File: config.mk
export PLATFORM = sky130hd
export DESIGN_NAME = rtc_ad_bus_reader
export DESIGN_NICKNAME = d
export VERILOG_FILES = /design/src/rtl/rtc_ad_bus_reader_pkg.sv /design/src/rtl/ad_bus_timer.sv /design/src/rtl/rtc_ad_bus_reader.sv
export SDC_FILE = /design/constraint.sdc
export NUM_CORES = 1
export LEC_CHECK = 0
export CAP_MARGIN = 20
export CORE_MARGIN = 5
export CORE_UTILIZATION = 55
export CTS_CLUSTER_DIAMETER = 30
export DETAILED_ROUTE_END_ITERATION = 10
export DONT_BUFFER_PORTS = 1
export PLACE_DENSITY = 0.73
export SYNTH_ARGS = -nofsm -noshare
export SYNTH_HDL_FRONTEND = slang
export SYNTH_SLANG_ARGS = --single-unit
File: constraint.sdc
create_clock -name clk -period 1.7 [get_ports clk]
set_clock_uncertainty 0.05 [all_clocks]
set_input_delay 0.34 -clock clk [delete_from_list [all_inputs] [get_ports clk]]
set_output_delay 0.34 -clock clk [all_outputs]
set_load 0.02 [all_outputs]
File: src/rtl/rtc_ad_bus_reader_pkg.sv
// Shared types and constants for the RTC AD-bus read sequencer.
// Holds the state encoding, idle bus levels, default dwell times and byte classifiers.
package rtc_ad_bus_reader_pkg;

    typedef enum logic [2:0] {
        ST_IDLE    = 3'd0,
        ST_ADDR_SU = 3'd1,
        ST_ADDR_WR = 3'd2,
        ST_ADDR_HD = 3'd3,
        ST_TURN    = 3'd4,
        ST_DATA_RD = 3'd5,
        ST_DATA_HD = 3'd6,
        ST_DONE    = 3'd7
    } state_t;

    localparam int T_SU_DEF = 2;
    localparam int T_PW_DEF = 8;
    localparam int T_HD_DEF = 2;

    localparam logic IDLE_CS_N  = 1'b1;
    localparam logic IDLE_RD_N  = 1'b1;
    localparam logic IDLE_WR_N  = 1'b1;
    localparam logic IDLE_A_D   = 1'b1;
    localparam logic IDLE_AD_OE = 1'b0;

    localparam logic [7:0] DAY_MIN = 8'd1;
    localparam logic [7:0] DAY_MAX = 8'd7;

    function automatic logic is_bcd(input logic [7:0] v);
        return (v[7:4] <= 4'd9) && (v[3:0] <= 4'd9);
    endfunction

    function automatic logic is_day(input logic [7:0] v);
        return (v >= DAY_MIN) && (v <= DAY_MAX);
    endfunction

endpackage

File: src/rtl/ad_bus_timer.sv
// Loadable 8-bit down-counter with zero flag; saturates at zero.
// Load takes effect on the next edge; counts down by one per cycle otherwise.
module ad_bus_timer (
    input  logic       clk,
    input  logic       reset,
    input  logic       load,
    input  logic [7:0] load_val,
    output logic       zero
);

    logic [7:0] cnt_q;

    always_ff @(posedge clk) begin
        if (reset) begin
            cnt_q <= 8'd0;
        end else if (load) begin
            cnt_q <= load_val;
        end else if (cnt_q != 8'd0) begin
            cnt_q <= cnt_q - 8'd1;
        end
    end

    assign zero = (cnt_q == 8'd0);

endmodule

File: src/rtl/rtc_ad_bus_reader.sv
// Reads one RTC register over the multiplexed AD bus: address write, turnaround, read strobe, capture.
// Bus pins are registered from the state, so they trail the state register by one cycle; start is only accepted in IDLE.
module rtc_ad_bus_reader
    import rtc_ad_bus_reader_pkg::*;
#(
    parameter int T_SU = T_SU_DEF,
    parameter int T_PW = T_PW_DEF,
    parameter int T_HD = T_HD_DEF
) (
    input  logic       clk,
    input  logic       reset,
    input  logic       start,
    input  logic [7:0] addr,
    input  logic [7:0] ad_in,
    output logic [7:0] ad_out,
    output logic       ad_oe,
    output logic       cs_n,
    output logic       rd_n,
    output logic       wr_n,
    output logic       a_d,
    output logic       busy,
    output logic [7:0] data_out,
    output logic       data_valid,
    output logic       bcd_ok,
    output logic       day_ok
);

    localparam logic [7:0] SU_M1 = 8'(T_SU - 1);
    localparam logic [7:0] PW_M1 = 8'(T_PW - 1);
    localparam logic [7:0] HD_M1 = 8'(T_HD - 1);

    state_t     state_q, state_nxt;
    logic       tmr_load, tmr_zero;
    logic [7:0] tmr_val;
    logic [7:0] addr_q, cap_q;

    logic       cs_n_d, rd_n_d, wr_n_d, a_d_d, ad_oe_d, busy_d;
    logic [7:0] ad_out_d;

    ad_bus_timer u_timer (
        .clk      (clk),
        .reset    (reset),
        .load     (tmr_load),
        .load_val (tmr_val),
        .zero     (tmr_zero)
    );

    always_ff @(posedge clk) begin
        if (reset) begin
            state_q <= ST_IDLE;
            addr_q  <= 8'd0;
            cap_q   <= 8'd0;
        end else begin
            state_q <= state_nxt;
            if (state_q == ST_IDLE && start) begin
                addr_q <= addr;
            end
            // Sample while the strobe is still asserted on the pins.
            if (state_q == ST_DATA_RD && tmr_zero) begin
                cap_q <= ad_in;
            end
        end
    end

    always_comb begin
        state_nxt = state_q;
        tmr_load  = 1'b0;
        tmr_val   = 8'd0;
        case (state_q)
            ST_IDLE: begin
                if (start) begin
                    state_nxt = ST_ADDR_SU;
                    tmr_load  = 1'b1;
                    tmr_val   = SU_M1;
                end
            end
            ST_ADDR_SU: if (tmr_zero) begin
                state_nxt = ST_ADDR_WR; tmr_load = 1'b1; tmr_val = PW_M1;
            end
            ST_ADDR_WR: if (tmr_zero) begin
                state_nxt = ST_ADDR_HD; tmr_load = 1'b1; tmr_val = HD_M1;
            end
            ST_ADDR_HD: if (tmr_zero) begin
                state_nxt = ST_TURN; tmr_load = 1'b1; tmr_val = SU_M1;
            end
            ST_TURN: if (tmr_zero) begin
                state_nxt = ST_DATA_RD; tmr_load = 1'b1; tmr_val = PW_M1;
            end
            ST_DATA_RD: if (tmr_zero) begin
                state_nxt = ST_DATA_HD; tmr_load = 1'b1; tmr_val = HD_M1;
            end
            ST_DATA_HD: if (tmr_zero) begin
                state_nxt = ST_DONE; tmr_load = 1'b1; tmr_val = 8'd0;
            end
            default: state_nxt = ST_IDLE;
        endcase
    end

    always_comb begin
        cs_n_d   = IDLE_CS_N;
        rd_n_d   = IDLE_RD_N;
        wr_n_d   = IDLE_WR_N;
        a_d_d    = IDLE_A_D;
        ad_oe_d  = IDLE_AD_OE;
        ad_out_d = 8'd0;
        busy_d   = (state_q != ST_IDLE);
        case (state_q)
            ST_ADDR_SU, ST_ADDR_HD: begin
                a_d_d = 1'b0; ad_oe_d = 1'b1; ad_out_d = addr_q;
            end
            ST_ADDR_WR: begin
                a_d_d = 1'b0; ad_oe_d = 1'b1; ad_out_d = addr_q;
                cs_n_d = 1'b0; wr_n_d = 1'b0;
            end
            ST_DATA_RD: begin
                cs_n_d = 1'b0; rd_n_d = 1'b0;
            end
            default: ;
        endcase
    end

    always_ff @(posedge clk) begin
        if (reset) begin
            cs_n       <= 1'b1;
            rd_n       <= 1'b1;
            wr_n       <= 1'b1;
            a_d        <= 1'b1;
            ad_oe      <= 1'b0;
            ad_out     <= 8'd0;
            busy       <= 1'b0;
            data_out   <= 8'd0;
            data_valid <= 1'b0;
            bcd_ok     <= 1'b0;
            day_ok     <= 1'b0;
        end else begin
            cs_n       <= cs_n_d;
            rd_n       <= rd_n_d;
            wr_n       <= wr_n_d;
            a_d        <= a_d_d;
            ad_oe      <= ad_oe_d;
            ad_out     <= ad_out_d;
            busy       <= busy_d;
            data_valid <= (state_q == ST_DONE);
            if (state_q == ST_DONE) begin
                data_out <= cap_q;
                bcd_ok   <= is_bcd(cap_q);
                day_ok   <= is_day(cap_q);
            end
        end
    end

endmodule

**After elaboration in Yosys (flattened, before gate mapping)**

Index checks and enable logic that the tools add are counted.

- Flip-flop bits (word level): 52
- Bits in latches: 0
- Memory bits (writable): 0
- Memory bits (read-only): 0
- Input port bits: 19
- Output and inout port bits: 25
- Word-level logic and storage cells: 73
- Memories kept: 0

- $add $sub $neg: 1
- Multiply operators: 0
- Div/mod/pow operators: 0
- $lt $le $gt $ge: 4
- Eq/ne operators: 14
- Shift operators: 0
- Muxes and demuxes: 22
- Bitwise gates (word level): 1
- Reduce and logical (&&, ||, !) cells: 16

Operators by type and width:

| cell | count |
|---|---|
| $mux W3 | 8 |
| $pmux W3 S7 | 1 |
| $mux W8 | 2 |
| $ne A2 B2 Y1 const B | 7 |
| $eq A3 B3 Y1 const B | 4 |
| $mux W1 | 9 |
| $pmux W3 S3 | 1 |
| $ge A8 B1 Y1 const B | 1 |
| $le A4 B4 Y1 const B | 2 |
| $le A8 B3 Y1 const B | 1 |
| $logic_not A8 Y1 | 1 |
| $reduce_bool A8 Y1 | 1 |
| $sub A8 B1 Y8 const B | 1 |
| $reduce_and A7 Y1 | 1 |
| $eq A3 B2 Y1 const B | 2 |
| $reduce_or A2 Y1 | 3 |
| $reduce_or A3 Y1 | 2 |
| $reduce_or A6 Y1 | 1 |
| $logic_and A1 B1 Y1 | 4 |
| $eq A3 B1 Y1 const B | 1 |
| $logic_not A3 Y1 | 1 |
| $reduce_bool A3 Y1 | 1 |
| $pmux W1 S2 | 1 |
| $reduce_bool A2 Y1 | 1 |
| $not A1 Y1 | 1 |

**Longest topological paths before layout**

Gate-level depths: netlist (run 1).

- Depth after elaboration: 4
- Depth in mapped cells: 7
- Gate-level depth less buffers: 6

**By module**

From an unflattened synthesis (run 1), not the netlist that was laid out.

- Cell total of the unflattened synthesis: 239
- Area total of the unflattened synthesis: 2,104.5 sq um

Modules (own cells, without submodules):

| module | times used | cells an instance | area each (sq um) | sequential area each (sq um) |
|---|---|---|---|---|
| rtc_ad_bus_reader | 1 | 186 | 1,629.1 | 880.8 |
| ad_bus_timer | 1 | 53 | 475.5 | 160.2 |

**Worst setup path before layout (run 1)**

No wires, ideal clock.

- Kind: register -> register
- Start: register u_timer.cnt_q[0]
- End: register state_q[0]
- Setup time: 0.086 ns
- Arrival time: 1.598 ns
- Data required time: 1.564 ns
- Path slack: -0.035 ns
- Stages on the path, launching flop included: 7
- Path buffers: 0
- Clock period less this slack: 1.735 ns
- Cell sequence: dfxtp_1 inv_1 ha_1 nor3b_2 nand2_4 a211o_1 a221oi_2

- Word-level cells in the longest chain between the ends: 3
- Elaborated cells on any way between the ends: 8
- Those cells by class: 6 x eq/ne; 2 x reduce/logical

Ends and longest elaborated chain:

| what | RTL line | RTL |
|---|---|---|
| start, declared | ad_bus_timer.sv:11 | `logic [7:0] cnt_q;` |
| start signal, assigned | ad_bus_timer.sv:17 | `cnt_q <= load_val;` |
| start signal, assigned | ad_bus_timer.sv:19 | `cnt_q <= cnt_q - 8'd1;` |
| $logic_not A8 Y1 (*) | ad_bus_timer.sv:23 | `assign zero = (cnt_q == 8'd0);` |
| $ne A2 B2 Y1 (no line) | n/a |  |
| $reduce_and A7 Y1 (no line) (*) | n/a |  |
| end signal, assigned | rtc_ad_bus_reader.sv:54 | `state_q <= state_nxt;` |
| end, declared | rtc_ad_bus_reader.sv:32 | `state_t state_q, state_nxt;` |

Mark *: on every way between the ends. The rest lies on a longest branch, timed or not.
A chain may end at the register's enable or synchronous reset.

**Worst setup path after layout (run 1)**

- Start: register u_timer.cnt_q[1]
- End: register u_timer.cnt_q[0]

- Word-level cells in the longest chain between the ends: 4
- Elaborated cells on any way between the ends: 9
- Those cells by class: 6 x mux; 3 x reduce/logical

Ends and longest elaborated chain:

| what | RTL line | RTL |
|---|---|---|
| $logic_not A8 Y1 | ad_bus_timer.sv:23 |  |
| $mux W1 / $mux W3 (equally long branches) | n/a |  |
| $pmux W3 S3 / $pmux W1 S2 (equally long branches) | rtc_ad_bus_reader.sv:69 | `case (state_q)` |
| $mux W8 / $reduce_bool A2 Y1 (equally long branches) | n/a |  |

Several ways; a longest one is shown, not always the timed one.

==> metrics.txt, run 1 <==
Final Util 64.09%; post-route clock period utilization roughly 100%; full die area between 0.004 and 0.005 sq mm; H-tree levels 2; crit path DAT approximately 1800 ps; Post-Syn Area between 0.002 and 0.0025 sq mm; worst hold path type in2reg; max-cap violation count 0; nets approximately 260; post-DR vias/cell 5.405; max_slew headroom between 70% and 80%; WS Path Type reg2reg; # diodes 0; area grow syn2layout 14.93%; number of distinct library cells after synthesis 40; DR WL met3 260 um; cell accounting for the most synthesized area dfxtp_1; Buffers on Ports 0; outcome finished, final reports clean; critical path cell sequence inv_2, ha_4, nor3b_4, buf_6, a32oi_1, or2_1, a221oi_2; Num CTS Buffers 5; CORE AREA between 0.003 and 0.004 sq mm; CTS sink cnt 52; top cell type's share of synthesized area about half; CP Launch Type flip-flop; Final Setup Violations 0; CP max stage cell dfxtp_2; Clock transition at path regs around 80 ps; Clock Latency Late Sink roughly 300 ps; Fmax achieved around 0.60 GHz; Vias around 1.5k; Worst Max-Slew Pin Slew between 300 and 400 ps; Final HPWL DP roughly 2.8 mm; highest routed layer met4; Placer Congestion roughly 0.87; antenna violations before repair 0; Gate Count Post-Synth about 220; worst-path fanout max 3; post-synthesis sequential area ratio between 50% and 60%; slowest stage delay, CP 340 ps; Starting Density between 50% and 60%; vias in the first global route 1456; synthesized flop and latch total 52; wire per inst about 14 um; Worst EP required between 1500 and 2000 ps; Remaining Overflow, GRT 0; overall routing resource usage between 10% and 20%; Top delay family on crit path simple AND/OR/NAND/NOR gates; WL met2 1.827 mm; row cnt 22; largest net degree at the start of global routing 39; synth warn 0; CTS Root Cell clkbuf_8; Slew Limit Fails 0; fraction of layout cells with a size suffix above 1 between 15 and 20%; DRT Wirelength 3.923 mm; filler instances between 300 and 400; Inst Count DP 275; first drt pass iteration count 4; post-route minimum period 1662 ps; Detailed Route Iter0 Violations 97; Final Hold Viols 0; met1 WL between 1.5 and 2 mm; fin cells ~280; hold buffers post-CTS 0; Die Y ~70 um; first-pass GRT wire length roughly 6.5 mm; CTS tree built; Critical Path Sink Type flip-flop; # DRC 0; PwrDens ~1900 mW/mm^2; Synth Area per Inst 9.057 sq um; I/O pins 44; CTS Buffer Depth 2; Antenna Nets Post-Route 0; Peak VDD IR around 1300 uV; Post-Syn Nets around 240; RSZ-0062 raised after global routing true; CP bufs+invs 2; largest cells by area after synthesis dfxtp_1 52%, nand2_1 7.7%, a21oi_1 6.0%; total design power 4313 uW; leakage ~0.00093 uW; die extent in x between 70 and 80 um
[where the power goes]
group / switching, uW / leakage, uW / internal [uW]
Combinational: 910 / 0.000455 / 962
Clock: 364 / 0.0000501 / 423
Sequential: 236 / 0.000423 / 1420
[cell usage after synthesis, drive strengths merged]
cell type / number
a211o: 1
a211oi: 2
a21o: 1
a21oi: 24
a221oi: 2
a32oi: 1
and2: 10
and3: 1
buf: 3
clkbuf: 8
dfxtp: 52
ha: 2
inv: 4
mux2i: 9
nand2: 42
nand2b: 1
nand3: 3
nand4: 1
nand4bb: 1
nor2: 21
nor2b: 1
nor3: 6
nor3b: 2
nor4: 2
nor4b: 2
o211ai: 1
o21ai: 5
o21bai: 1
or2: 2
or3: 3
or4: 3
xnor2: 4
xor2: 1
[registers in the layout, summed over array words and instances (netlist names), 3 cells and up]
name           count
u_timer.cnt_q      8
addr_q             8
ad_out             8
state_q            3
data_out           8
cap_q              8
[routing by layer]
layer	vias to the layer above	track usage [%]
met5	-	0
met2	40	25.88
met4	0	3.830
met3	5	5.324
met1	711	20.55
li1	779	-
[layout by cell type, fill, tap and decap left out, drive strengths merged]
| cell | Yosys | routed |
|---|---|---|
| and3 | 1 | 1 |
| clkbuf | 8 | 5 |
| or3 | 3 | 3 |
| nor4 | 2 | 2 |
| inv | 4 | 4 |
| and2 | 10 | 10 |
| dfxtp | 52 | 52 |
| a32oi | 1 | 1 |
| a211o | 1 | 1 |
| xor2 | 1 | 1 |
| or2 | 2 | 2 |
| nand2b | 1 | 1 |
| nor4b | 2 | 2 |
| nand4bb | 1 | 1 |
| a221oi | 2 | 2 |
| bufinv | 0 | 1 |
| buf | 3 | 19 |
| o211ai | 1 | 1 |
| o21ai | 5 | 5 |
| or4 | 3 | 3 |
| ha | 2 | 2 |
| nand3 | 3 | 3 |
| a21oi | 24 | 24 |
| nor2 | 21 | 21 |
| mux2i | 9 | 9 |
| nor3 | 6 | 6 |
| o21bai | 1 | 1 |
| nand2 | 42 | 42 |
| a211oi | 2 | 2 |
| nor2b | 1 | 1 |
| a21o | 1 | 1 |
| nor3b | 2 | 2 |
| nand4 | 1 | 1 |
| xnor2 | 4 | 4 |
[timing repair]
item                                    in CTS  in global routing
resized for setup                            0                 12
endpoints found under the setup margin       0                 14
buffers inserted                             0                  3
[worst register-to-register path, cell delays in order, from the launching register on]
cell      delay (ps)
dfxtp_2          340
inv_2             70
ha_4             130
nor3b_4          250
buf_6            140
a32oi_1           80
or2_1            240
a221oi_2         270
[worst paths after layout]
kind	from	endpoint	slack (ps)	cells after the start
worst max-delay path	u_timer.cnt_q[1]$_SDFFE_PP0P_	u_timer.cnt_q[0]$_SDFFE_PP0P_	40	7
worst min-delay path	reset	u_timer.cnt_q[0]$_SDFFE_PP0P_	50	1
worst min register to register	addr_q[1]$_SDFFE_PP0P_	addr_q[1]$_SDFFE_PP0P_	400	2
worst max register to register	u_timer.cnt_q[1]$_SDFFE_PP0P_	u_timer.cnt_q[0]$_SDFFE_PP0P_	40	7
[cells by family (layout without fill, tap and decap cells)]
| group | Yosys count | after routing | synth area share (%) |
|---|---|---|---|
| simple gates | 101 | 101 | 25.89 |
| flops | 52 | 52 | 51.77 |
| compound gates | 38 | 38 | 11.45 |
| buf+inv | 15 | 29 | 2.987 |
| mux | 9 | 9 | 4.481 |
| xor+xnor | 5 | 5 | 2.178 |
| fa+ha+maj | 2 | 2 | 1.244 |
[area by class of cell]
type                    instances  area (sq um)  share of cell area [%]
flip-flops and latches         52          1044                   45.15
repair buffers                 19         153.9                   6.659
well taps                      48         60.06                   2.599
clock inverters                 1         30.03                   1.299
clock buffers                   5         68.82                   2.978
multi-input cells             155         939.7                   40.66
inverters                       4         15.01                  0.6497
[per-stage QoR]
stage	setup TNS [ps]	hold WS (ps)	cell area [sq um]	setup WS (ps)
6_report	0	50.84	2311	38.43
2_1_floorplan	0	379.6	2017	52.50
3_5_place_dp	0	362.6	2152	50.80
3_3_place_gp	0	362.9	2152	86.14
5_1_grt	-144.3	30.46	2311	-68.07
4_1_cts	0	44.47	2251	27.01
Power figures use the tool's default switching activity.
==> run 2, diff against run 1 <==
ABC_AREA = 1   (was default)
==> run 2 against run 1 <==
Utilization fell by 4.9 points. Sequential power rose by 2%. Total power fell by 14%. Combinational power fell by 29%. Global-route usage fell by 0.47 points. Critical path type unchanged.
==> metrics.txt, run 2 <==
outcome finished, final reports clean; Buffers on Ports 0; Placer Congestion between 0.8 and 0.9; Worst Max-Slew Pin Slew roughly 470 ps; buffer count from post-CTS setup fixing 0; CTS tree built; area grow syn2layout 6.363%; top cell type's share of synthesized area 51.90%; Antenna Nets Post-Route 0; H-tree levels 2; PwrDens about 1700 mW/mm^2; most frequent cell after synthesis dfxtp_1; fraction of layout cells with a size suffix above 1 a little under an eighth; CP Launch Type flip-flop; dpl cell area 0.002042 sq mm; largest cells by area after synthesis dfxtp_1 52%, nor2_1 7.9%, nand2_1 7.3%; most used flip-flop cell after synthesis dfxtp_1; Setup TNS 0 ps; antenna violations before repair 0; Clock transition at path regs 90 ps; Gate Count Post-Synth around 250; # DRC 0; post-DR vias/cell ~5.0; max_slew headroom between 60% and 70%; DRT Wirelength 3.547 mm; nets approximately 280; CTS Buffer Depth 2; Vias ~1.5k; Final Hold Viols 0; Post-Syn Nets 274; row cnt 22; Final HPWL DP 2.632 mm; vias in the first global route roughly 1.4k; most frequent cells in the layout 52 x dfxtp_1, 42 x nor2_1, 38 x nand2_1; worst-path fanout max 6; max-cap violation count 0; largest net degree at the start of global routing 19; cell accounting for the most synthesized area dfxtp_1; # diodes 0; I/O pins 44; post-route clock period utilization approximately 87%; Starting Density 55.62%; Remaining Overflow, GRT 0; CTS sink cnt 52; CTS Root Cell clkbuf_8; synth warn 0; Detailed Route Iter0 Violations between 70 and 80; full die area 0.004954 sq mm; Post-synth ARST share 0%; Post-synth EDFFs 0; Clock Latency Late Sink 300 ps; die extent in x approximately 70 um; Critical Path Sink Type flip-flop; WS Path Type reg2reg; leakage 0.0008721 uW; Fmax achieved slightly below 0.7 GHz; total design power 3700 uW; overall routing resource usage 15.53%; worst hold path type in2reg; post-route minimum period around 1500 ps; Synth top cells by count 52 x dfxtp_1, 42 x nor2_1, 39 x nand2_1; first-pass GRT wire length approximately 6.2 mm; commonest non-fill, non-tap cell in the layout dfxtp_1; first drt pass iteration count 4; Final Setup Violations 0; crit path DAT about 1700 ps; Slew Limit Fails 0; Peak VDD IR approximately 710 uV; Num CTS Buffers 5; wire per inst roughly 12 um; Design Area, Final 0.002133 sq mm; synthesized flop and latch total 52; RSZ-0062 raised after global routing false; Synth Area per Inst between 7 and 8 sq um; Die Y slightly above 70 um; Post-Syn Area 0.002006 sq mm; Worst EP required 1860 ps; CORE AREA 0.003606 sq mm; post-synthesis sequential area ratio 51.90%; number of distinct library cells after synthesis 32
==> run 2: cell count changes in the layout (fill, tap and decap cells not counted), sizes merged, moves of 4 or more <==
cell   delta
nor2     +26
inv      +25
o21ai    +18
buf      -17
and2     -10
mux2i     -9
nand3     +8
nor3      -4
==> run 2: power by group <==
group	total (uW)	switching, uW	internal (uW)
combinational	1330	862	466
sequential	1690	242	1450
clock	684	391	293
total	3700	1500	2200
==> run 2: area by class of cell <==
cell class | count | area, sq um
Sequential cell | 52 | 1041
Inverter | 30 | 115.1
Timing Repair Buffer | 2 | 15.01
Clock inverter | 2 | 16.27
Clock buffer | 6 | 72.57
Fill cell | 342 | 1473
Multi-Input combinational cell | 164 | 813.3
Tap cell | 48 | 60.06
==> run 2: critical path: stages, from the launching register on <==
cell     delay, ps
dfxtp_1        330
inv_1          130
ha_1           190
nand2_2        100
nor2_4         200
nand2_2        120
o21ai_1        140
inv_1           50
nand2_1         60
inv_1           30
==> run 2: repair_timing <==
item / in CTS / in global routing
endpoints found under the hold margin: 0 / 0
setup endpoints to repair: 0 / 3
hold buffers: 0 / 0
gates resized for setup: 0 / 1
==> run 2: path summary, 6_finish.rpt <==
kind	from	cells after the start	end	slack, ps
worst max-delay path	u_timer.cnt_q[0]$_SDFFE_PP0P_	9	u_timer.cnt_q[0]$_SDFFE_PP0P_	210
worst min-delay path	reset	1	state_q[0]$_SDFFE_PP0P_	40
worst max register to register	u_timer.cnt_q[0]$_SDFFE_PP0P_	9	u_timer.cnt_q[0]$_SDFFE_PP0P_	210
worst min register to register	addr_q[0]$_SDFFE_PP0P_	2	ad_out[0]$_SDFF_PP0_	390
==> run 2: cells by family after synthesis <==
group,Yosys count,synth area share (%)
AND/OR/NAND/NOR,108,24.83
AO/OA/AOI/OAI,52,13.47
flip-flops,52,51.90
buffers and inverters,37,7.673
XOR/XNOR,2,0.8735
adder cells (fa/ha/maj),2,1.247
==> run 2: layer usage <==
metal | up-vias | part of all wire [%] | global-route usage [%]
met3 | 4 | 8.3 | 6.619
met1 | 689 | 45 | 19.41
met4 | 0 | 1.2 | 5.106
met2 | 33 | 45 | 24.01
li1 | 808 | - | -
met5 | - | 0 | 0
==> run 2: through the flow <==
| step | util [%] | worst slack (ps) | hold WS (ps) | instances |
|---|---|---|---|---|
| 2_1_floorplan | - | 346.3 | 359.1 | 253 |
| 3_3_place_gp | 56.63 | 258.4 | 361.4 | 296 |
| 3_5_place_dp | 56.63 | 192.2 | 362.3 | 296 |
| 4_1_cts | 59.09 | 171.8 | 27.14 | 304 |
| 5_1_grt | 59.16 | 34.18 | 22.27 | 304 |
| 6_report | 59.16 | 213.3 | 40.94 | 304 |
